## src/rtl/ioctl_loader_pkg.sv

```systemverilog
// Shared types and helpers for the ioctl ROM region loader.
package ioctl_loader_pkg;

    typedef enum logic [1:0] {
        StIdle,
        StLoad,
        StFlush,
        StDone
    } load_state_t;

    localparam logic [7:0] ROM_INDEX = 8'd0;
    localparam logic [7:0] DIP_INDEX = 8'd254;

    // Region-relative word address of a byte address; word_bytes is 1, 2 or 4.
    function automatic logic [31:0] rel_word_addr(input logic [31:0] addr,
                                                  input logic [31:0] base,
                                                  input int unsigned word_bytes);
        logic [31:0] diff;
        diff = addr - base;
        if (word_bytes == 4) begin
            return diff >> 2;
        end else if (word_bytes == 2) begin
            return diff >> 1;
        end
        return diff;
    endfunction

endpackage

```

## src/rtl/ioctl_region_decode.sv

```systemverilog
// Priority decode of a byte address against ascending region bases.
// Base i sits at the i-th slice counted from the MSB end of REGION_BASE.
module ioctl_region_decode #(
    parameter int unsigned                REGIONS     = 4,
    parameter int unsigned                ADDR_W      = 25,
    parameter logic [REGIONS*ADDR_W-1:0]  REGION_BASE = {25'h0, 25'h8000, 25'h10000, 25'h18000},
    localparam int unsigned               RW          = (REGIONS > 1) ? $clog2(REGIONS) : 1
) (
    input  logic [ADDR_W-1:0] i_addr,
    output logic [RW-1:0]     o_region,
    output logic              o_oor
);

    // Highest base not above the address wins; below base 0 is out of range.
    always_comb begin
        o_region = '0;
        o_oor    = (i_addr < REGION_BASE[(REGIONS-1)*ADDR_W +: ADDR_W]);
        for (int unsigned i = 0; i < REGIONS; i++) begin
            if (i_addr >= REGION_BASE[(REGIONS-1-i)*ADDR_W +: ADDR_W]) begin
                o_region = RW'(i);
            end
        end
    end

endmodule

```

## src/rtl/ioctl_region_loader.sv

```systemverilog
// Demultiplexes the hps_io ROM download stream into region write ports,
// packing bytes into words and stalling hps_io while a word is pending.
// Optional DIP capture of index 254 is built when IOCTL_DIP_CAPTURE_EN is defined.
module ioctl_region_loader
    import ioctl_loader_pkg::*;
#(
    parameter int unsigned               REGIONS     = 4,
    parameter int unsigned               WORD_BYTES  = 1,
    parameter int unsigned               ADDR_W      = 25,
    parameter logic [REGIONS*ADDR_W-1:0] REGION_BASE = {25'h0, 25'h8000, 25'h10000, 25'h18000},
    parameter int unsigned               DIP_BYTES   = 8
) (
    input  logic                    i_clk_sys,
    input  logic                    i_reset,
    input  logic                    i_ioctl_download,
    input  logic [7:0]              i_ioctl_index,
    input  logic                    i_ioctl_wr,
    input  logic [ADDR_W-1:0]       i_ioctl_addr,
    input  logic [7:0]              i_ioctl_dout,
    output logic                    o_ioctl_wait,
    output logic [ADDR_W-1:0]       o_rom_addr,
    output logic [8*WORD_BYTES-1:0] o_rom_data,
    output logic [REGIONS-1:0]      o_rom_we,
    input  logic                    i_rom_ready,
    output logic [8*DIP_BYTES-1:0]  o_dip_sw,
    output logic                    o_load_busy,
    output logic                    o_load_done,
    output logic                    o_overrun
);

    localparam int unsigned RW     = (REGIONS > 1) ? $clog2(REGIONS) : 1;
    localparam int unsigned LANE_W = (WORD_BYTES > 1) ? $clog2(WORD_BYTES) : 1;
    localparam int unsigned DW     = 8 * WORD_BYTES;

    load_state_t           r_state,   w_state_d;
    logic [DW-1:0]         r_buf,     w_buf_d;
    logic [WORD_BYTES-1:0] r_mask,    w_mask_d;
    logic                  r_pending, w_pending_d;
    logic [RW-1:0]         r_region,  w_region_d;
    logic [ADDR_W-1:0]     r_addr,    w_addr_d;
    logic                  r_overrun, w_overrun_d;

    logic [ADDR_W-1:0]     w_aligned;
    logic [RW-1:0]         w_dec_region;
    logic                  w_dec_oor;
    logic [ADDR_W-1:0]     w_base;
    logic [ADDR_W-1:0]     w_rel_addr;
    logic [LANE_W-1:0]     w_lane;
    logic                  w_last_lane;
    logic                  w_accept;
    logic                  w_stall;
    logic                  w_rom_wr;

    assign w_aligned = i_ioctl_addr & ~ADDR_W'(WORD_BYTES - 1);

    ioctl_region_decode #(
        .REGIONS     (REGIONS),
        .ADDR_W      (ADDR_W),
        .REGION_BASE (REGION_BASE)
    ) u_decode (
        .i_addr   (w_aligned),
        .o_region (w_dec_region),
        .o_oor    (w_dec_oor)
    );

    // Base address of the decoded region.
    always_comb begin
        w_base = '0;
        for (int unsigned i = 0; i < REGIONS; i++) begin
            if (w_dec_region == RW'(i)) begin
                w_base = REGION_BASE[(REGIONS-1-i)*ADDR_W +: ADDR_W];
            end
        end
    end

    assign w_rel_addr  = ADDR_W'(rel_word_addr(32'(w_aligned), 32'(w_base), WORD_BYTES));
    assign w_lane      = LANE_W'(i_ioctl_addr % ADDR_W'(WORD_BYTES));
    assign w_last_lane = (32'(w_lane) == WORD_BYTES - 1);
    assign w_accept    = r_pending & i_rom_ready;
    assign w_stall     = r_pending & ~i_rom_ready;
    assign w_rom_wr    = i_ioctl_wr && (i_ioctl_index == ROM_INDEX);

    // Next-state: byte assembly, pending word handshake and load sequencing.
    always_comb begin
        w_state_d   = r_state;
        w_buf_d     = r_buf;
        w_mask_d    = r_mask;
        w_pending_d = r_pending;
        w_region_d  = r_region;
        w_addr_d    = r_addr;
        w_overrun_d = r_overrun;

        // Acceptance frees the buffer first so a byte in the same cycle is kept.
        if (w_accept) begin
            w_pending_d = 1'b0;
            w_buf_d     = '0;
            w_mask_d    = '0;
        end

        case (r_state)
            StIdle: begin
                if (i_ioctl_download && i_ioctl_index == ROM_INDEX) begin
                    w_state_d   = StLoad;
                    w_buf_d     = '0;
                    w_mask_d    = '0;
                    w_pending_d = 1'b0;
                    w_overrun_d = 1'b0;
                end
            end
            StLoad: begin
                if (w_rom_wr) begin
                    if (w_stall || w_dec_oor) begin
                        w_overrun_d = 1'b1;
                    end else begin
                        w_buf_d[8*w_lane +: 8] = i_ioctl_dout;
                        w_mask_d[w_lane]       = 1'b1;
                        w_region_d             = w_dec_region;
                        w_addr_d               = w_rel_addr;
                        if (w_last_lane) begin
                            w_pending_d = 1'b1;
                        end
                    end
                end
                if (!i_ioctl_download) begin
                    w_state_d = StFlush;
                end
            end
            StFlush: begin
                if (!r_pending) begin
                    if (r_mask != '0) begin
                        w_pending_d = 1'b1;
                    end else begin
                        w_state_d = StDone;
                    end
                end
            end
            StDone: begin
                w_state_d = StIdle;
            end
            default: begin
                w_state_d = StIdle;
            end
        endcase
    end

    // State registers; reset discards any pending word without a done pulse.
    always_ff @(posedge i_clk_sys or posedge i_reset) begin
        if (i_reset) begin
            r_state   <= StIdle;
            r_buf     <= '0;
            r_mask    <= '0;
            r_pending <= 1'b0;
            r_region  <= '0;
            r_addr    <= '0;
            r_overrun <= 1'b0;
        end else begin
            r_state   <= w_state_d;
            r_buf     <= w_buf_d;
            r_mask    <= w_mask_d;
            r_pending <= w_pending_d;
            r_region  <= w_region_d;
            r_addr    <= w_addr_d;
            r_overrun <= w_overrun_d;
        end
    end

    assign o_rom_we     = r_pending ? (REGIONS'(1) << r_region) : '0;
    assign o_rom_data   = r_pending ? r_buf : '0;
    assign o_rom_addr   = r_addr;
    assign o_ioctl_wait = w_stall;
    assign o_load_busy  = (r_state != StIdle);
    assign o_load_done  = (r_state == StDone);
    assign o_overrun    = r_overrun;

`ifdef IOCTL_DIP_CAPTURE_EN
    logic [8*DIP_BYTES-1:0] r_dip;

    // Capture DIP bytes from the index-254 stream in any load state.
    always_ff @(posedge i_clk_sys or posedge i_reset) begin
        if (i_reset) begin
            r_dip <= '0;
        end else if (i_ioctl_wr && i_ioctl_index == DIP_INDEX &&
                     i_ioctl_addr < ADDR_W'(DIP_BYTES)) begin
            r_dip[{i_ioctl_addr[2:0], 3'b000} +: 8] <= i_ioctl_dout;
        end
    end

    assign o_dip_sw = r_dip;
`else
    assign o_dip_sw = '0;
`endif

endmodule

```

## config.mk

```make
export PLATFORM = sky130hd
export DESIGN_NAME = ioctl_region_loader
export DESIGN_NICKNAME = d
export VERILOG_FILES = /design/src/rtl/ioctl_loader_pkg.sv /design/src/rtl/ioctl_region_decode.sv /design/src/rtl/ioctl_region_loader.sv
export SDC_FILE = /design/constraint.sdc
export NUM_CORES = 1
export LEC_CHECK = 0
export ABC_AREA = 1
export BUFFER_PORTS_ARGS = -buffer_cell sky130_fd_sc_hd__buf_2
export CORE_ASPECT_RATIO = 1.25
export CORE_UTILIZATION = 49
export DETAILED_ROUTE_END_ITERATION = 8
export PLACE_DENSITY = 0.95
export SETUP_SLACK_MARGIN = 0.4
export SLEW_MARGIN = 20
export SYNTH_ARGS = -nofsm -noshare
export SYNTH_HDL_FRONTEND = slang
export SYNTH_SLANG_ARGS = --single-unit
```

## constraint.sdc

```tcl
create_clock -name i_clk_sys -period 3.7 [get_ports i_clk_sys]
set_input_delay 0.37 -clock i_clk_sys [delete_from_list [all_inputs] [get_ports i_clk_sys]]
set_output_delay 0.37 -clock i_clk_sys [all_outputs]
set_load 0.02 [all_outputs]
```

## Word-level counts from Yosys, hierarchy flattened

Cells that the tools add are included.

| storage, ports and cells | value |
|---|---|
| word-level logic and storage cells | 73 |
| register bits | 40 |
| input bits | 46 |

| cells by class | value |
|---|---|
| equality and inequality tests | 12 |
| shift-type cells | 1 |
| reduce and logical (&&, ||, !) cells | 10 |
| muxes and demuxes | 34 |
| add/subtract/negate cells | 1 |
| bitwise logic cells | 4 |
| $lt $le $gt $ge | 4 |

Operators with widths:

| operator | number |
|---|---|
| >= comparator 25 x 17 -> 1 bit, second input constant | 2 |
| two-way mux 8 bit | 5 |
| two-way mux 17 bit | 2 |
| >= comparator 25 x 16 -> 1 bit, second input constant | 1 |
| less-than comparator 25 x 1 -> 1 bit, second input constant | 1 |
| subtractor 25 bit | 1 |
| two-way mux 16 bit | 1 |
| case mux 8 bit (2 select lines) | 1 |
| two-way mux 1 bit | 14 |
| two-way mux 2 bit | 6 |
| inequality test 2 bit, second input constant | 6 |
| equality test 2 bit, second input constant | 4 |
| logical NOT 8 bit | 1 |
| case mux 2 bit (4 select lines) | 1 |
| AND reduction 4 bit | 2 |
| equality test 2 x 1 -> 1 bit, second input constant | 2 |
| two-way mux 4 bit | 1 |
| case mux 1 bit (2 select lines) | 2 |
| nonzero test 2 bit | 2 |
| << shifter 1 x 2 -> 4 bit, first input constant | 1 |
| case mux 1 bit (3 select lines) | 1 |
| AND reduction 3 bit | 1 |
| bitwise AND 1 bit | 2 |
| logical AND 1 bit | 2 |
| 3 further kinds | 4 |

## Longest topological paths before layout

Gate-level depths: netlist of the first run.

| logic depth | value |
|---|---|
| word-level depth | 9 |
| gate-level depth with buffers | 12 |
| gate-level depth less buffers | 12 |

## By module

Synthesis of the first run repeated with hierarchy kept, for this count alone.

| unflattened totals | value |
|---|---|
| cells, all modules | 417 |
| area total of the unflattened synthesis | 2935.3 µm² |

By module, submodules not included:

| module | instances | area each (µm²) | cells each |
|---|---|---|---|
| ioctl_region_loader | 1 | 2876.5 | 403 |
| ioctl_region_decode | 1 | 58.8 | 14 |

## Worst setup path after synthesis of the first run

Ideal clock, no wire load.

| timing | value |
|---|---|
| path type | input to register |
| start | input port i_ioctl_addr[18] |
| end | register r_addr[23], in the netlist o_rom_addr[23] |
| arrival time | 1.794 ns |
| setup slack | 1.823 ns |
| stages on the path | 10 |
| setup time | 0.083 ns |
| buffers on the path | 0 |
| cell sequence | nor2_1 nand4_1 nor2_1 inv_1 ha_1 fa_1 nand2_1 nor2_1 xnor2_1 o21ai_0 |

| on the way | value |
|---|---|
| longest elaborated chain between the ends | 9 |
| elaborated cells between the ends (all ways) | 17 |
| those cells by class | add/sub (1); order compare (4); eq/ne (3); mux (6); bitwise (1); reduce/logical (2) |

RTL lines:

| what | line | source |
|---|---|---|
| start: declaration | ioctl_region_loader.sv:18 | `input logic [ADDR_W-1:0] i_ioctl_addr,` |
| >= comparator 25 x 16 -> 1 bit | ioctl_region_decode.sv:19 | `if (i_addr >= REGION_BASE[(REGIONS-1-i)*ADDR_W +: ADDR_W]) begin` |
| two-way mux 1 bit | ioctl_region_decode.sv:19 |  |
| two-way mux 2 bit | ioctl_region_decode.sv:19 |  |
| two-way mux 2 bit * | ioctl_region_decode.sv:19 |  |
| net u_decode.o_region[0] | ioctl_region_decode.sv:10 | `output logic [RW-1:0] o_region,` |
| equality test 2 x 1 -> 1 bit | ioctl_region_loader.sv:70 | `if (w_dec_region == RW'(i)) begin` |
| two-way mux 16 bit | ioctl_region_loader.sv:70 |  |
| two-way mux 17 bit | ioctl_region_loader.sv:70 |  |
| two-way mux 17 bit * | ioctl_region_loader.sv:70 |  |
| subtractor 25 bit * | ioctl_loader_pkg.sv:19 | `diff = addr - base;` |
| end signal: assignment | ioctl_region_loader.sv:162 | `r_addr <= w_addr_d;` |
| end: declaration | ioctl_region_loader.sv:40 | `logic [ADDR_W-1:0] r_addr, w_addr_d;` |

Mark *: on every way through the listed nets, which the timed path passes. The rest lies on a longest branch.
A chain may end at the register's enable or synchronous reset.

## Worst setup path after layout of the first run

| timing | value |
|---|---|
| start | register r_state[1] |
| end | register r_addr[24], in the netlist o_rom_addr[24] |

| on the way | value |
|---|---|
| longest elaborated chain between the ends | 2 |

RTL lines:

| what | line | source |
|---|---|---|
| start: declaration | ioctl_region_loader.sv:35 | `load_state_t r_state, w_state_d;` |
| start signal: assignment | ioctl_region_loader.sv:149 | `r_state <= StIdle;` |
| start signal: assignment | ioctl_region_loader.sv:157 | `r_state <= w_state_d;` |
| equality test 2 x 1 -> 1 bit | ioctl_region_loader.sv:100 | `case (r_state)` |
| AND reduction 3 bit (no line) | n/a |  |

No other way between the ends.

==> results of run 1 <==
[flip-flops by register name, summed over array words and instances (netlist names)]
register	count
o_overrun	1
r_mask	1
r_region	2
r_state	2
r_pending	1
o_rom_addr	25
r_buf	8
[power by group through the flow]
stage	registers [mW]	logic, mW	clock network [mW]
global route	0.492	0.423	0.300
floorplan	0.505	0.320	0
global placement	0.494	0.359	0
CTS	0.488	0.375	0.279
finish	0.489	0.375	0.269
detailed placement	0.497	0.373	0
[final timing paths]
kind                                  from             end  cells past startpoint
setup / recovery                r_state[1]  o_rom_addr[24]                      6
hold / removal                     i_reset  o_rom_addr[14]                      3
setup reg to reg                r_state[1]  o_rom_addr[24]                      6
hold reg to reg                  o_overrun       o_overrun                      2
max in group asynchronous          i_reset       o_overrun                      3
min in group i_clk_sys     i_ioctl_addr[2]   o_rom_addr[2]                      3
[final cells by class]
type,instances,area [um^2],area share [%]
Clock buffer,6,72.57,2.377
Clock inverter,1,5.005,0.1639
Inverter,36,135.1,4.426
Multi-Input combinational cell,297,1321,43.28
Sequential cell,40,1001,32.79
Tap cell,64,80.08,2.623
Timing Repair Buffer,87,437.9,14.34
[metal layers]
metal | global-route usage [%] | up-vias | part of all wire, %
met4 | 6.679 | 0 | 1.5
li1 | - | 1203 | -
met5 | 0 | - | 0
met3 | 4.583 | 7 | 7.2
met1 | 20.98 | 1094 | 38
met2 | 35.22 | 121 | 53
[cell families (layout without fill, tap and decap cells)]
| family | after synthesis | count (layout) |
|---|---|---|
| AO/OA/AOI/OAI | 25 | 25 |
| XOR/XNOR | 7 | 7 |
| adder cells (fa/ha/maj) | 7 | 7 |
| buffers and inverters | 109 | 130 |
| flip-flops | 40 | 40 |
| other | 1 | 64 |
| AND/OR/NAND/NOR | 194 | 194 |
[layout by cell type, fill, tap and decap left out, drive strengths merged, types with 3 or more instances in the layout]
cell type / n
xor2: 4
nor3: 4
ha: 6
nand2: 151
clkbuf: 6
o21ai: 22
nor2: 21
nand4: 3
conb: 64
buf: 87
xnor2: 3
nand3: 14
inv: 35
dfrtp: 40
[worst register-to-register path: cells and delay by family, from the launching register on]
kind,cells,cell delay (ns)
simple gates,3,1.08
flops,1,0.42
buf+inv,2,0.67
fa+ha+maj,1,0.48
[metrics by stage]
step | hold slack, ns | instance area [um^2] | util (%) | cells | total power [mW]
6_report | 0.2024 | 3053 | 56.09 | 531 | 1.133
5_1_grt | 0.2381 | 3053 | 56.09 | 531 | 1.214
4_1_cts | 0.2186 | 3053 | 56.09 | 531 | 1.143
3_5_place_dp | 0.4625 | 2975 | 54.67 | 524 | 0.8703
3_3_place_gp | 0.4543 | 2975 | 54.67 | 524 | 0.8537
2_1_floorplan | 0.4796 | 3003 | - | 446 | 0.8256
==> flow_summary.yaml, run 1 <==
detailed_routing:
  vias: 2425
  routed_wl_mm: 5.448
  postRouteAntennaNets: 0
  via_per_inst: 4.567
  dr.pass1.iters: 4
  drc: 0
  drtIter0Drc: 182
  post_drt_wl_per_cell_um: 10.26
sta:
  max_slew_margin_pct: 35.57
  fin_crit_sh_pct: 73.23
  fmax_mhz: 369.1
  setup_viol: 0
  finalSetupTns_ns: 0
  drv_slew: 0
  setup_slack_ns: 0.9905
  finalHoldViolations: 0
  tightest_slew_ns: 0.9641
  rsz0062_at_grt: "no"
  finClkSkew_ns: 0.003535
  min_period_ns: 2.710
synth:
  synth_common_cells: "nand2_1, buf_4, dfrtp_1"
  synth_area_um2: 2766
  synth_mux_area_share_pct: 0
  synth-edff-count: 0
  yosysSeqAreaShare_pct: 36.18
  synth_top_area_share_pct: 36.18
  synthAdderAreaFrac_pct: 3.437
  synth_top_family_by_area: "simple AND/OR/NAND/NOR gates"
  synth.most_common_cell: "nand2_1"
  yosys.area_share.simple_pct: 28.18
  synth_warnings: 0
  async_flop_share_pct: 100.0
  synth_compound_area_share_pct: 5.246
  synthFlopType: "dfrtp_1"
  yosysUniqueCellTypes: 28
  ys_ff_latch: 40
  synth_xor_area_share_pct: 2.216
  postSynthCellCount: 383
  yosys-top-cells-area: "dfrtp_1, nand2_1, buf_4"
  yosys.area.top_type: "dfrtp_1"
  syn-mean-instance-area_um2: 7.223
setup_path:
  crit_required_ns: 3.92
  cp_max_fo: 39
  slowest_delay_ns: 0.87
  slowest_stage: "nand4_2"
  path_class: "reg -> reg"
  rrSetupSlack_ns: 0.99
  worstPathCellList: "inv_1, ha_1, nand4_2, inv_2, nand3_1, nand2_1"
  worstPathArrival_ns: 2.93
  critPathLaunchType: "flip-flop"
  crit_family: "simple AND/OR/NAND/NOR gates"
  end_kind: "flip-flop"
  critical_path_buf_inv_count: 2
grt:
  antenna_found_initial: 0
  grt_pass1_vias: 2200
  gr-total-overflow: 0
  grt_pass1_wl_mm: 9.204
  grt_util_all_layers_pct: 18.97
  grt_max_degree: 41
power:
  p_switching_uw: 431.7
  p_sw_share_pct: 38.11
  pwr-share-comb_pct: 33.1
  p_int_uw: 701.2
  power_density_nw_per_um2: 371.1
  power.share.clock_pct: 23.8
  seqPwrFrac_pct: 43.2
  vdd_drop_max_v: 0.0002416
  power_leakage_nw: 1.987
run_status:
  status: "finished clean"
cts:
  cts.path.max_buffers: 2
  cts.sink_count: 40
  cts_buffers: 5
  cts-root-buf: "clkbuf_8"
  cts_tree: "yes"
  clk_pin_slew_worst_paths_ns: 0.07
  postCtsSetupRepairBufs: 0
  holdBufCountCts: 0
  ctsResizeCount: 0
  worstSkewPairLatency_ns: 0.28
  h-tree-depth: 2
floorplanning:
  core_um2: 5443
  start_util_pct: 50.83
  fp.dieH_um: 86.01
  rows: 30
  die_area_um2: 5952
  die_w_um: 69.21
  ios: 151
placement:
  numPortBuffers: 86
  dp_hpwl_mm: 4.231
  gp_congestion: 0.8318
  detailedPlace.worstSlack_ns: 0.9581
layout:
  layout-drive-gt1-share_pct: 21.84
  final_nets: 520
  n_antenna_cell: 0
  synthToLayoutAreaGrowth_pct: 10.36
  fillers: 529
min_path:
  hp-class: "in -> async"
run:
  drv_cap: 0
Note: power is estimated with default switching activity, not from simulation.
==> run 2: changes to the inputs <==
--- a/config.mk
+++ b/config.mk
@@ -8,9 +8,9 @@
 export ABC_AREA = 1
 export BUFFER_PORTS_ARGS = -buffer_cell sky130_fd_sc_hd__buf_2
 export CORE_ASPECT_RATIO = 1.25
-export CORE_UTILIZATION = 49
+export CORE_UTILIZATION = 45
 export DETAILED_ROUTE_END_ITERATION = 8
-export PLACE_DENSITY = 0.95
+export PLACE_DENSITY = 0.91
 export SETUP_SLACK_MARGIN = 0.4
 export SLEW_MARGIN = 20
 export SYNTH_ARGS = -nofsm -noshare
==> constraint.sdc (replaced) <==
create_clock -name i_clk_sys -period 2.8 [get_ports i_clk_sys]
set_input_delay 0.28 -clock i_clk_sys [delete_from_list [all_inputs] [get_ports i_clk_sys]]
set_output_delay 0.28 -clock i_clk_sys [all_outputs]
set_load 0.02 [all_outputs]
==> run 2 against run 1 <==
Against the previous run:
- setup slack got worse by 0.21 ns
- power up 43%
- via count down 1.4%
- core utilization decreased by 2.6 points
- design area increased by 2.6%
- fmax rose by 34%
- first-iteration DRC count decreased by 36%
- count of clock-buffer cells in the layout shrank 1
- sequential cell count is the same
- hold slack lost 0.090 ns
- highest routed layer unchanged
==> flow_summary.yaml, run 2 (synthesis gave the netlist of run 1 again) <==
floorplanning:
  fp.dieH_um: 89.66
  start_util_pct: 47.23
  core_um2: 5857
  ios: 151
  die_area_um2: 6467
  rows: 31
  die_w_um: 72.13
sta:
  rsz0062_at_grt: "no"
  finalHoldViolations: 0
  fmax_mhz: 495.0
  setup_slack_ns: 0.7797
  tightest_slew_ns: 0.7189
  finClkSkew_ns: 0.006058
  drv_slew: 0
  setup_viol: 0
  fin_crit_sh_pct: 72.15
  finalSetupTns_ns: 0
  min_period_ns: 2.020
  max_slew_margin_pct: 51.96
power:
  vdd_drop_max_v: 0.0003140
  power_density_nw_per_um2: 518.0
  power_leakage_nw: 2.013
layout:
  fin_area_um2: 3132
  layout_common_cells: "nand2_1, buf_2, conb_1"
  final_nets: 523
  layout-drive-gt1-share_pct: 22.72
  n_antenna_cell: 0
  synthToLayoutAreaGrowth_pct: 13.21
  fillers: 559
  largest_register_ffs: 25
  layout_commonest_cell: "nand2_1"
run_status:
  status: "finished clean"
placement:
  gp_congestion: 0.8092
  numPortBuffers: 86
  detailedPlace.worstSlack_ns: 0.6838
  placed_area_um2: 3020
  dp_hpwl_mm: 4.386
detailed_routing:
  drc: 0
  via_per_inst: 4.322
  drtIter0Drc: 116
  routed_wl_mm: 5.639
  post_drt_wl_per_cell_um: 10.20
  vias: 2390
  dr.pass1.iters: 4
  postRouteAntennaNets: 0
grt:
  grt_max_degree: 41
  grt_util_all_layers_pct: 16.97
  grt_pass1_vias: 1995
  gr-total-overflow: 0
  antenna_found_initial: 0
  grt_pass1_wl_mm: 8.625
cts:
  clk_pin_slew_worst_paths_ns: 0.08
  cts_buffers: 5
  cts.path.max_buffers: 2
  postCtsSetupRepairBufs: 0
  h-tree-depth: 2
  worstSkewPairLatency_ns: 0.29
  holdBufCountCts: 0
  cts.sink_count: 40
  cts_tree: "yes"
  cts-root-buf: "clkbuf_8"
  ctsResizeCount: 0
setup_path:
  ff2ff_path_depth: 5
  worstPathArrival_ns: 2.26
  path_class: "reg -> reg"
  r2r-end: "o_rom_addr[24]"
  r2r-start: "r_pending"
  critPathLaunchType: "flip-flop"
  crit_required_ns: 3.04
  end_kind: "flip-flop"
  rrSetupSlack_ns: 0.78
  cp_max_fo: 29
run:
  drv_cap: 0
min_path:
  hp-class: "in -> async"
## run 2: critical path, stage by stage (launching register included)
cell,delay [ns]
dfrtp_1,0.54
nand2_2,0.16
nand4_2,0.58
inv_2,0.49
nand3_1,0.11
nand2_1,0.08
## run 2: final cells by class
type                       count  area (um^2)  share of cell area (%)
multi-input combinational    297         1321                   42.19
tap                           82        102.6                   3.276
timing repair buffer          90        460.4                   14.70
clock inverter                 3        42.54                   1.358
sequential                    40         1001                   31.96
inverter                      36        135.1                   4.315
clock buffer                   5        68.82                   2.197
## run 2: through the flow
step                      total power, mW  hold slack (ns)  cells  utilization [%]
after floorplan                     1.091           0.3896    446                -
after global placement              1.144           0.4227    545            51.57
after detailed placement            1.162           0.4515    545            51.57
after CTS                           1.637           0.1258    553            53.47
after global routing                1.724           0.1539    553            53.47
final                               1.622           0.1121    553            53.47
## run 2: worst max-delay path by stage
stage                          start              to  slack [ns]  cells after the start
floorplan           i_ioctl_addr[18]  o_rom_addr[23]        1.01                     10
global placement    i_ioctl_addr[19]  o_rom_addr[19]        0.78                     10
detailed placement  i_ioctl_addr[23]  o_rom_addr[23]        0.68                     11
CTS                        r_pending  o_rom_addr[24]        0.76                      5
global route               r_pending   o_rom_addr[5]        0.55                      5
finish                     r_pending  o_rom_addr[24]        0.78                      5
## run 2: routing by layer
metal	track usage, %	part of all wire [%]	wire length, um	up-vias
met3	3.348	6.7	375	8
met2	31.78	52	2957	111
met4	5.704	1.3	76	0
met1	19.25	40	2229	1059
li1	-	-	-	1212
met5	0	0	0	-
## run 2: power by group
group,total [mW],switching (mW),internal [mW]
combinational,0.506,0.358,0.149
clock,0.471,0.207,0.264
sequential,0.646,0.0295,0.616
